**src/rtl/switch_operand_reader.sv**
```systemverilog
// Assembles an operand from successive switch bytes, one byte per debounced load-button press.
// Capture lands two cycles after btn_db rises; a held operand waits for op_valid/op_ready.
module switch_operand_reader #(
  parameter int DEBOUNCE_CYCLES = 100000,
  parameter int NUM_BYTES       = 4
) (
  input  logic                   clk,
  input  logic                   reset,
  input  logic [7:0]             sw,
  input  logic                   load_btn,
  input  logic                   clear,
  output logic [8*NUM_BYTES-1:0] op_data,
  output logic                   op_valid,
  input  logic                   op_ready,
  output logic [2:0]             byte_idx,
  output logic                   overrun,
  output logic                   btn_db
);

  localparam int DW = 8 * NUM_BYTES;
  localparam int CNT_W = (DEBOUNCE_CYCLES > 1) ? $clog2(DEBOUNCE_CYCLES) : 1;
  localparam logic [CNT_W-1:0] CNT_MAX = CNT_W'(DEBOUNCE_CYCLES - 1);
  localparam logic [2:0] IDX_LAST = 3'(NUM_BYTES);

  typedef enum logic {COLLECT, FULL} state_t;

  logic             sync1_q, sync1_d;
  logic             sync2_q, sync2_d;
  logic [CNT_W-1:0] cnt_q, cnt_d;
  logic             btn_db_q, btn_db_d;
  logic             db_prev_q, db_prev_d;
  logic             press_q, press_d;
  state_t           state_q, state_d;
  logic [DW-1:0]    op_data_q, op_data_d;
  logic [2:0]       byte_idx_q, byte_idx_d;
  logic             overrun_q, overrun_d;
  logic [DW-1:0]    shifted;

  // Front end: synchronizer, debounce counter and rising-edge press pulse.
  always_comb begin
    sync1_d   = load_btn;
    sync2_d   = sync1_q;
    cnt_d     = '0;
    btn_db_d  = btn_db_q;
    db_prev_d = btn_db_q;
    press_d   = btn_db_q & ~db_prev_q;
    if (sync2_q != btn_db_q) begin
      if (cnt_q == CNT_MAX) begin
        btn_db_d = ~btn_db_q;
      end else begin
        cnt_d = cnt_q + 1'b1;
      end
    end
  end

  // Oldest byte migrates toward the MSB as new bytes enter at the bottom.
  assign shifted = DW'({op_data_q, sw});

  always_comb begin
    state_d    = state_q;
    op_data_d  = op_data_q;
    byte_idx_d = byte_idx_q;
    overrun_d  = overrun_q;
    if (clear) begin
      state_d    = COLLECT;
      byte_idx_d = 3'd0;
      overrun_d  = 1'b0;
    end else begin
      case (state_q)
        COLLECT: begin
          if (press_q) begin
            op_data_d  = shifted;
            byte_idx_d = byte_idx_q + 3'd1;
            if (byte_idx_q + 3'd1 == IDX_LAST) begin
              state_d = FULL;
            end
          end
        end
        FULL: begin
          if (op_ready) begin
            state_d    = COLLECT;
            byte_idx_d = 3'd0;
            if (press_q) begin
              op_data_d  = shifted;
              byte_idx_d = 3'd1;
            end
          end else if (press_q) begin
            overrun_d = 1'b1;
          end
        end
        default: state_d = COLLECT;
      endcase
    end
  end

  always_ff @(posedge clk) begin
    if (reset) begin
      sync1_q    <= 1'b0;
      sync2_q    <= 1'b0;
      cnt_q      <= '0;
      btn_db_q   <= 1'b0;
      db_prev_q  <= 1'b0;
      press_q    <= 1'b0;
      state_q    <= COLLECT;
      op_data_q  <= '0;
      byte_idx_q <= 3'd0;
      overrun_q  <= 1'b0;
    end else begin
      sync1_q    <= sync1_d;
      sync2_q    <= sync2_d;
      cnt_q      <= cnt_d;
      btn_db_q   <= btn_db_d;
      db_prev_q  <= db_prev_d;
      press_q    <= press_d;
      state_q    <= state_d;
      op_data_q  <= op_data_d;
      byte_idx_q <= byte_idx_d;
      overrun_q  <= overrun_d;
    end
  end

  assign op_data  = op_data_q;
  assign op_valid = (state_q == FULL);
  assign byte_idx = byte_idx_q;
  assign overrun  = overrun_q;
  assign btn_db   = btn_db_q;

endmodule
```
**config.mk**
```make
export PLATFORM = sky130hd
export DESIGN_NAME = switch_operand_reader
export DESIGN_NICKNAME = d
export VERILOG_FILES = /design/src/rtl/switch_operand_reader.sv
export SDC_FILE = /design/constraint.sdc
export NUM_CORES = 1
export LEC_CHECK = 0
export ABC_AREA = 1
export BUFFER_PORTS_ARGS = -buffer_cell sky130_fd_sc_hd__buf_4
export CAP_MARGIN = 0
export CELL_PAD_IN_SITES_DETAIL_PLACEMENT = 1
export CELL_PAD_IN_SITES_GLOBAL_PLACEMENT = 1
export CORE_MARGIN = 4
export CORE_UTILIZATION = 35
export DETAILED_ROUTE_END_ITERATION = 6
export PLACE_DENSITY_LB_ADDON = 0.1
export SYNTH_ARGS = -nofsm -noshare
export SYNTH_HDL_FRONTEND = slang
export SYNTH_SLANG_ARGS = --single-unit
```
**constraint.sdc**
```tcl
create_clock -name clk -period 1.85 [get_ports clk]
set_input_delay 0.2775 -clock clk [delete_from_list [all_inputs] [get_ports clk]]
set_output_delay 0.2775 -clock clk [all_outputs]
set_load 0.05 [all_outputs]
```
==> metrics.cfg, run 1 <==
[status]
status=finished clean

[global_route]
grt_overflow=0
antenna_found_initial=0
grt_pass1_vias=2093
grt_max_degree=65
grt_pass1_wl_um=9960
grt.total_usage=0.149

[sta]
grt_setup_unrepaired=no
max_freq_mhz=648
relSlewSlack=0.747
setup_violations=0
fin_setup_tns_ns=0
fin_crit_ns=1.54
post-route-period-util=0.834
hold_violations=0
worst_slack_ns=0.307
drv_slew=0
tightest_slew_ns=0.376
fin_skew_ns=0.00542

[cts]
cts.sinks=59
post_cts_buffers=0
numCtsBuffers=9
clkTransAtPathRegs_ns=0.06
cts_max_path_buffers=2
cts-root-buf=clkbuf_8
hold_buffers=0
cts_tree=built
clock_latency_ns=0.32
cts-resized-gates=0
cts_max_level=3

[power]
leakage_nw=1.19
power_density_nw_per_um2=783
vdd_drop_max_mv=0.464

[final_layout]
drive_gt1_frac=0.183
syn2layout_area_growth_pct=27.1
final_common_cell=inv_1
final_cell_mix=60 x inv_1, 59 x dfxtp_1, 51 x buf_4
antenna_cells=0
final_nets=398

[drt]
ant_nets=0
drc=0
drtIter0Drc=121
drt_wl_total_um=5820
firstDrtPassIters=4
vias=2180
wl_per_cell_um=12.0
vias_per_cell=4.51

[synthesis]
ys_warn_count=0
netlist_instances=330
netlist.area_leader.share=0.483
avgSynthCellArea_um2=7.41
synthDistinctLibCells=24
syn_area_um2=2440
ys_top_cells_by_area=dfxtp_1 48%, inv_1 9.2%, a21oi_1 7.6%
ys_seq_area_frac=0.483
syn_nets=346
synth_area_leader_cell=dfxtp_1
yosys_register_bits=59

[die]
row_count=30
die_x_um=91.6
start_util=0.360
io_pins=51
core_area_um2=6790
dieArea_um2=8390
dieHeight_um=91.6

[setup_path]
worstSetupStartpoint=cnt_q[0]
crit_required_ns=2.05
worstReg2RegStart=cnt_q[0]
critical_path_peak_fanout=15
critPathArrivalTime_ns=1.74
end_kind=flop
criticalPathCategory=flop to flop
start_kind=flop

[worst_hold_path]
min_from=reset
min_path_type=primary input to flop

[placed_design]
finalWeightedCongestion=0.788
hpwlAfterDp_um=4200
dp_slack_ns=0.293
io_buffer_count=50

[flow_run]
maxCapViolCount=0

[final timing paths]
check | end | slack [ns] | cells after the start
min reg2reg | press_q | 0.40 | 1
max reg2reg | cnt_q[9] | 0.31 | 6
max | cnt_q[9] | 0.31 | 6
min | sync2_q | 0.15 | 2
[cell families after synthesis]
logic type                 count (synthesis)  share of synthesized area
and+or+nand+nor                          113                      0.195
adders and majority gates                  3                     0.0154
DFF                                       59                      0.483
AOI/OAI and AO/OA                         76                      0.164
buffers and inverters                     71                      0.114
xor gates and xnor gates                   8                     0.0287
[where the power goes]
| group | leakage [nW] | internal (W) | switching [W] |
|---|---|---|---|
| Sequential | 0.475 | 0.00127 | 0.00000121 |
| Clock | 0.0997 | 0.000632 | 0.000467 |
| Combinational | 0.611 | 0.0000275 | 0.0000321 |
[Yosys cell counts]
master    count
nand4_1       3
a21oi_1      37
nand3b_1      2
buf_6         1
buf_1         3
nand3_1      11
clkbuf_2      1
xor2_1        7
nor2_1       45
a32oi_1       1
clkbuf_1      4
xnor2_1       1
nor2_4        1
buf_2         2
o21ai_0      36
o21bai_1      1
nand2_1      46
ha_1          3
o21bai_4      1
nand2_2       1
dfxtp_1      59
nor3_1        2
nand3_2       2
inv_1        60
[layer usage]
layer	vias up	track usage	share of wire
met5	-	0	0
met4	0	0.0603	0.015
met3	7	0.0522	0.061
met2	39	0.232	0.47
met1	992	0.188	0.45
li1	1142	-	-
[stage by stage]
| step | instance area, µm² | hold WS, ns | instances | total power, W | util |
|---|---|---|---|---|---|
| 6_report | 3110 | 0.152 | 483 | 0.00243 | 0.457 |
| 3_5_place_dp | 2920 | 0.399 | 467 | 0.00136 | 0.429 |
| 4_1_cts | 3110 | 0.133 | 483 | 0.00249 | 0.457 |
| 5_1_grt | 3110 | 0.133 | 483 | 0.00255 | 0.457 |
| 3_3_place_gp | 2920 | 0.380 | 467 | 0.00136 | 0.429 |
| 2_1_floorplan | 2440 | 0.349 | 330 | 0.00133 | - |
[state kept, by name, summed over array words and instances, names as in the netlist]
signal	count
sync1_q	1
press_q	1
overrun	1
op_data	32
db_prev_q	1
cnt_q	17
btn_db	1
sync2_q	1
byte_idx	3
op_valid	1
[final cells by class]
type,count,area [µm²]
Clock buffer,15,186
Clock inverter,1,5.00
Fill cell,874,3690
Inverter,60,225
Multi-Input combinational cell,200,986
Sequential cell,59,1180
Tap cell,96,120
Timing Repair Buffer,52,403
[worst max-delay path, stage by stage (launching register included)]
cell and delay, ns:
dfxtp_1 0.38, ha_1 0.23, nand2_2 0.09, nor2_4 0.18, nand3_2 0.13, o21bai_4 0.34
nor2_1 0.07
Note: power is estimated with default switching activity, not from simulation.
==> run 2, diff against run 1 <==
ABC_AREA = 0   (was 1)
clock period = 1.55 ns   (was 1.85 ns; I/O delays follow)
==> run 2 against run 1 <==
Fmax grew 2.9%. Synthesized cell count shrank 20%. Register-to-register slack lost 0.26 ns. Design area shrank 3.3%. Setup slack lost 0.26 ns. First-iteration DRC count shrank 57%. Critical path type unchanged. Critical endpoint is now cnt_q[16]. Highest routed layer unchanged.
==> metrics.cfg, run 2 <==
[status]
status=finished clean

[synthesis]
netlist_instances=265
syn_nets=281
ys.flop_type=dfxtp_1
synth.most_common_cell=nand2_1
synth_area_leader_cell=dfxtp_1
netlist_top_cells_count=69 x nand2_1, 59 x dfxtp_1, 36 x a21oi_1
synthDistinctLibCells=28
netlist.area_leader.share=0.529
syn_area_um2=2230
ys_top_cells_by_area=dfxtp_1 53%, nand2_1 12%, a21oi_1 8.1%
yosys_register_bits=59
ys_warn_count=0
async_reset_ff_frac=0
ys_seq_area_frac=0.529
synth-edff-count=0
avgSynthCellArea_um2=8.42

[final_layout]
final_nets=345
multi_input_area_um2=1000
largest_reg_flops=32
syn2layout_area_growth_pct=34.6
fin_area_um2=3010
register_area_um2=1190
drive_gt1_frac=0.269
utilization=0.496
final_cell_mix=69 x nand2_1, 63 x buf_4, 56 x dfxtp_1
antenna_cells=0
nFillCells=755
final_common_cell=nand2_1

[die]
io_pins=51
row_count=28
core_area_um2=6060
dieArea_um2=7720
die_x_um=87.9
start_util=0.368
dieHeight_um=87.9

[cts]
cts_tree=built
cts-root-buf=clkbuf_8
post_cts_buffers=0
cts_max_level=3
clock_latency_ns=0.34
clkTransAtPathRegs_ns=0.06
numCtsBuffers=9
cts.sinks=59
cts_max_path_buffers=2

[power]
vdd_drop_max_mv=0.695
leakage_nw=1.11
power_density_nw_per_um2=972

[drt]
drtIter0Drc=52
drt_wl_total_um=5600
wl_per_cell_um=13.7
firstDrtPassIters=3
drc=0
vias_per_cell=4.84
ant_nets=0
vias=1978

[setup_path]
end_kind=flop
crit_chain=ha_4 > nand3_4 > or3_4 > or3_1 > a21oi_1
start_kind=flop
slowest_stage=or3_4
crit_required_ns=1.81
crit_buf_inv=0
critPathArrivalTime_ns=1.76
crit_family=simple AND/OR/NAND/NOR gates
critical_path_peak_fanout=3
criticalPathCategory=flop to flop
slowest_delay_ns=0.40

[global_route]
grt_pass1_vias=2026
antenna_found_initial=0
grt_overflow=0
grt_max_degree=36
grt_pass1_wl_um=9600
grt.total_usage=0.161

[worst_hold_path]
min_path_type=primary input to flop

[placed_design]
finalWeightedCongestion=0.740
io_buffer_count=50
hpwlAfterDp_um=3880
place_area_um2=2820

[sta]
max_freq_mhz=667
grt_setup_unrepaired=no
hold_violations=0
fin_crit_ns=1.50
setup_violations=0
tightest_slew_ns=0.345
post-route-period-util=0.968
fin_skew_ns=0.00890
drv_slew=0
relSlewSlack=0.764

[flow_run]
maxCapViolCount=0

[run 2: through the flow]
step	worst slack [ns]	cells	TNS [ns]	power, W	hold slack (ns)
after floorplan	0.0134	265	0	0.00158	0.361
after global placement	0.0437	393	0	0.00161	0.377
after detailed placement	-0.00239	393	-0.00239	0.00161	0.379
after CTS	0.0316	409	0	0.00297	0.0778
after global routing	0.000251	409	0	0.00305	0.0872
final	0.0500	409	0	0.00292	0.0955
[run 2: final timing paths]
| path | start | endpoint | slack [ns] | depth (start not counted) |
|---|---|---|---|---|
| worst min-delay path | reset | btn_db | 0.1 | 2 |
| worst max register to register | cnt_q[0] | cnt_q[16] | 0.05 | 5 |
| worst max-delay path | cnt_q[0] | cnt_q[16] | 0.05 | 5 |
| worst min register to register | db_prev_q | press_q | 0.37 | 1 |
[run 2: cell type report]
class                           instances  share of cell area
Clock buffer                           11              0.0437
Clock inverter                          5              0.0179
Inverter                                6             0.00749
Multi-Input combinational cell        188               0.334
Sequential cell                        59               0.395
Tap cell                               75              0.0312
Timing Repair Buffer                   65               0.171
[run 2: cells by family after synthesis]
logic type / Yosys count / synth area share
AO/OA/AOI/OAI: 41 / 0.0958
buffers and inverters: 18 / 0.0325
flip-flops: 59 / 0.529
multiplexers: 1 / 0.00448
AND/OR/NAND/NOR: 128 / 0.262
adder cells (fa/ha/maj): 3 / 0.0168
XOR/XNOR: 15 / 0.0589
[run 2: routing by layer]
| layer | vias up | part of all wire | GRT usage |
|---|---|---|---|
| met2 | 39 | 0.46 | 0.254 |
| met1 | 925 | 0.45 | 0.191 |
| met5 | - | 0 | 0 |
| li1 | 1003 | - | - |
| met4 | 0 | 0.022 | 0.0837 |
| met3 | 11 | 0.060 | 0.0611 |
[run 2: power breakdown]
part / internal [W] / total [W] / switching (W) / leakage, nW
sequential: 0.00152 / 0.00152 / 0.00000181 / 0.477
combinational: 0.0000277 / 0.0000566 / 0.0000289 / 0.536
clock: 0.000738 / 0.00135 / 0.000609 / 0.0971
[run 2: what timing repair did]
item	in CTS	in global routing
setup endpoints to repair	1	1
gates cloned	0	0
hold buffers	0	0
pin swaps	0	2
gates resized for setup	2	1
==> run 3, diff against run 2 <==
--- a/constraint.sdc
+++ b/constraint.sdc
@@ -3,2 +3,2 @@
 set_output_delay 0.2325 -clock clk [all_outputs]
-set_load 0.05 [all_outputs]
+set_load 0.02 [all_outputs]
==> run 3 against run 2 <==
Design area up 1.5%. Critical endpoint unchanged. Largest cell class unchanged. Routed wire length fell by 0.68%. Largest power group unchanged. Critical path depth stayed put. Core utilization rose by 0.74 points.
==> metrics.cfg, run 3 (synthesis results as in run 2) <==
[flow_run]
maxCapViolCount=0

[drt]
firstDrtPassIters=4
vias=1974
vias_per_cell=4.81
drt_wl_total_um=5560
drc=0
drtIter0Drc=44
ant_nets=0
wl_per_cell_um=13.6

[cts]
clkTransAtPathRegs_ns=0.07
hold_buffers=0
clock_latency_ns=0.34
cts_max_level=3
cts_tree=built
cts_max_path_buffers=2
cts.sinks=59
cts-root-buf=clkbuf_8
post_cts_buffers=0
numCtsBuffers=9

[final_layout]
largest_reg_flops=32
stdcell_count=410
syn2layout_area_growth_pct=36.7
utilization=0.503
register_area_um2=1190
fin_area_um2=3050
final_cell_mix=69 x nand2_1, 63 x buf_4, 57 x dfxtp_1
final_common_cell=nand2_1
nFillCells=718
multi_input_area_um2=1010
final_nets=346
drive_gt1_frac=0.278
antenna_cells=0

[die]
dieHeight_um=87.9
die_x_um=87.9
dieArea_um2=7720
start_util=0.368
row_count=28
io_pins=51
core_area_um2=6060

[global_route]
antenna_found_initial=0
grt.total_usage=0.161
grt_max_degree=35
grt_pass1_vias=1951
grt_pass1_wl_um=9490
grt_overflow=0

[sta]
fin_skew_ns=0.0128
drv_slew=0
post-route-period-util=0.971
setup_violations=0
hold_violations=0
grt_setup_unrepaired=no
max_freq_mhz=664
relSlewSlack=0.768
hold-worst-slack_ns=0.113
fin_crit_ns=1.51
tightest_slew_ns=0.339

[setup_path]
start_kind=flop
criticalPathCategory=flop to flop
crit_required_ns=1.81
critPathArrivalTime_ns=1.77
end_kind=flop
critical_path_peak_fanout=3

[power]
power.total_w=0.00298
leakage_nw=1.13
vdd_drop_max_mv=0.667
power_density_nw_per_um2=977

[placed_design]
dp_cells=394
finalWeightedCongestion=0.754
hpwlAfterDp_um=3840
io_buffer_count=50
place_area_um2=2830

[worst_hold_path]
min_path_type=primary input to flop

[status]
status=finished clean

==> run 3: worst paths after layout <==
| kind | start | end | slack (ns) | cells after the start |
|---|---|---|---|---|
| worst min register to register | db_prev_q | press_q | 0.39 | 1 |
| worst max register to register | cnt_q[1] | cnt_q[16] | 0.04 | 5 |
| worst max-delay path | cnt_q[1] | cnt_q[16] | 0.04 | 5 |
| worst min-delay path | reset | btn_db | 0.11 | 2 |
==> run 3: cell type report <==
| cell class | count | share of cell area |
|---|---|---|
| tap | 75 | 0.0308 |
| multi-input combinational | 188 | 0.331 |
| sequential | 59 | 0.390 |
| clock inverter | 6 | 0.0213 |
| timing repair buffer | 66 | 0.175 |
| clock buffer | 10 | 0.0451 |
| inverter | 6 | 0.00738 |
==> run 3: worst max-delay path, stage by stage, from the launching register on <==
cell and delay, ns:
dfxtp_4 0.36, ha_4 0.15, nand3_4 0.07, or3_4 0.39, or3_1 0.31, a21oi_1 0.15
==> run 3: through the flow <==
stage / setup slack [ns] / TNS [ns]
6_report: 0.0447 / 0
5_1_grt: 0.00931 / 0
4_1_cts: 0.0432 / 0
3_5_place_dp: -0.0177 / -0.0177
3_3_place_gp: 0.0360 / 0
2_1_floorplan: 0.0134 / 0
==> run 3: repair_timing <==
| item | in CTS | in global routing |
|---|---|---|
| resized for setup | 2 | 3 |
| cloned | 0 | 0 |
| setup endpoints to repair | 1 | 2 |
==> run 3: power breakdown <==
group / internal (W) / switching, W / leakage [nW]
registers: 0.00152 / 0.00000192 / 0.477
logic: 0.0000277 / 0.0000290 / 0.547
clock network: 0.000785 / 0.000620 / 0.102
total: 0.00233 / 0.000651 / 1.13
==> run 3: routing by layer <==
layer	part of all wire	vias up	global-route usage
li1	-	1002	-
met1	0.47	926	0.208
met2	0.46	40	0.237
met3	0.067	6	0.0640
met4	0.0097	0	0.0669
met5	0	-	0
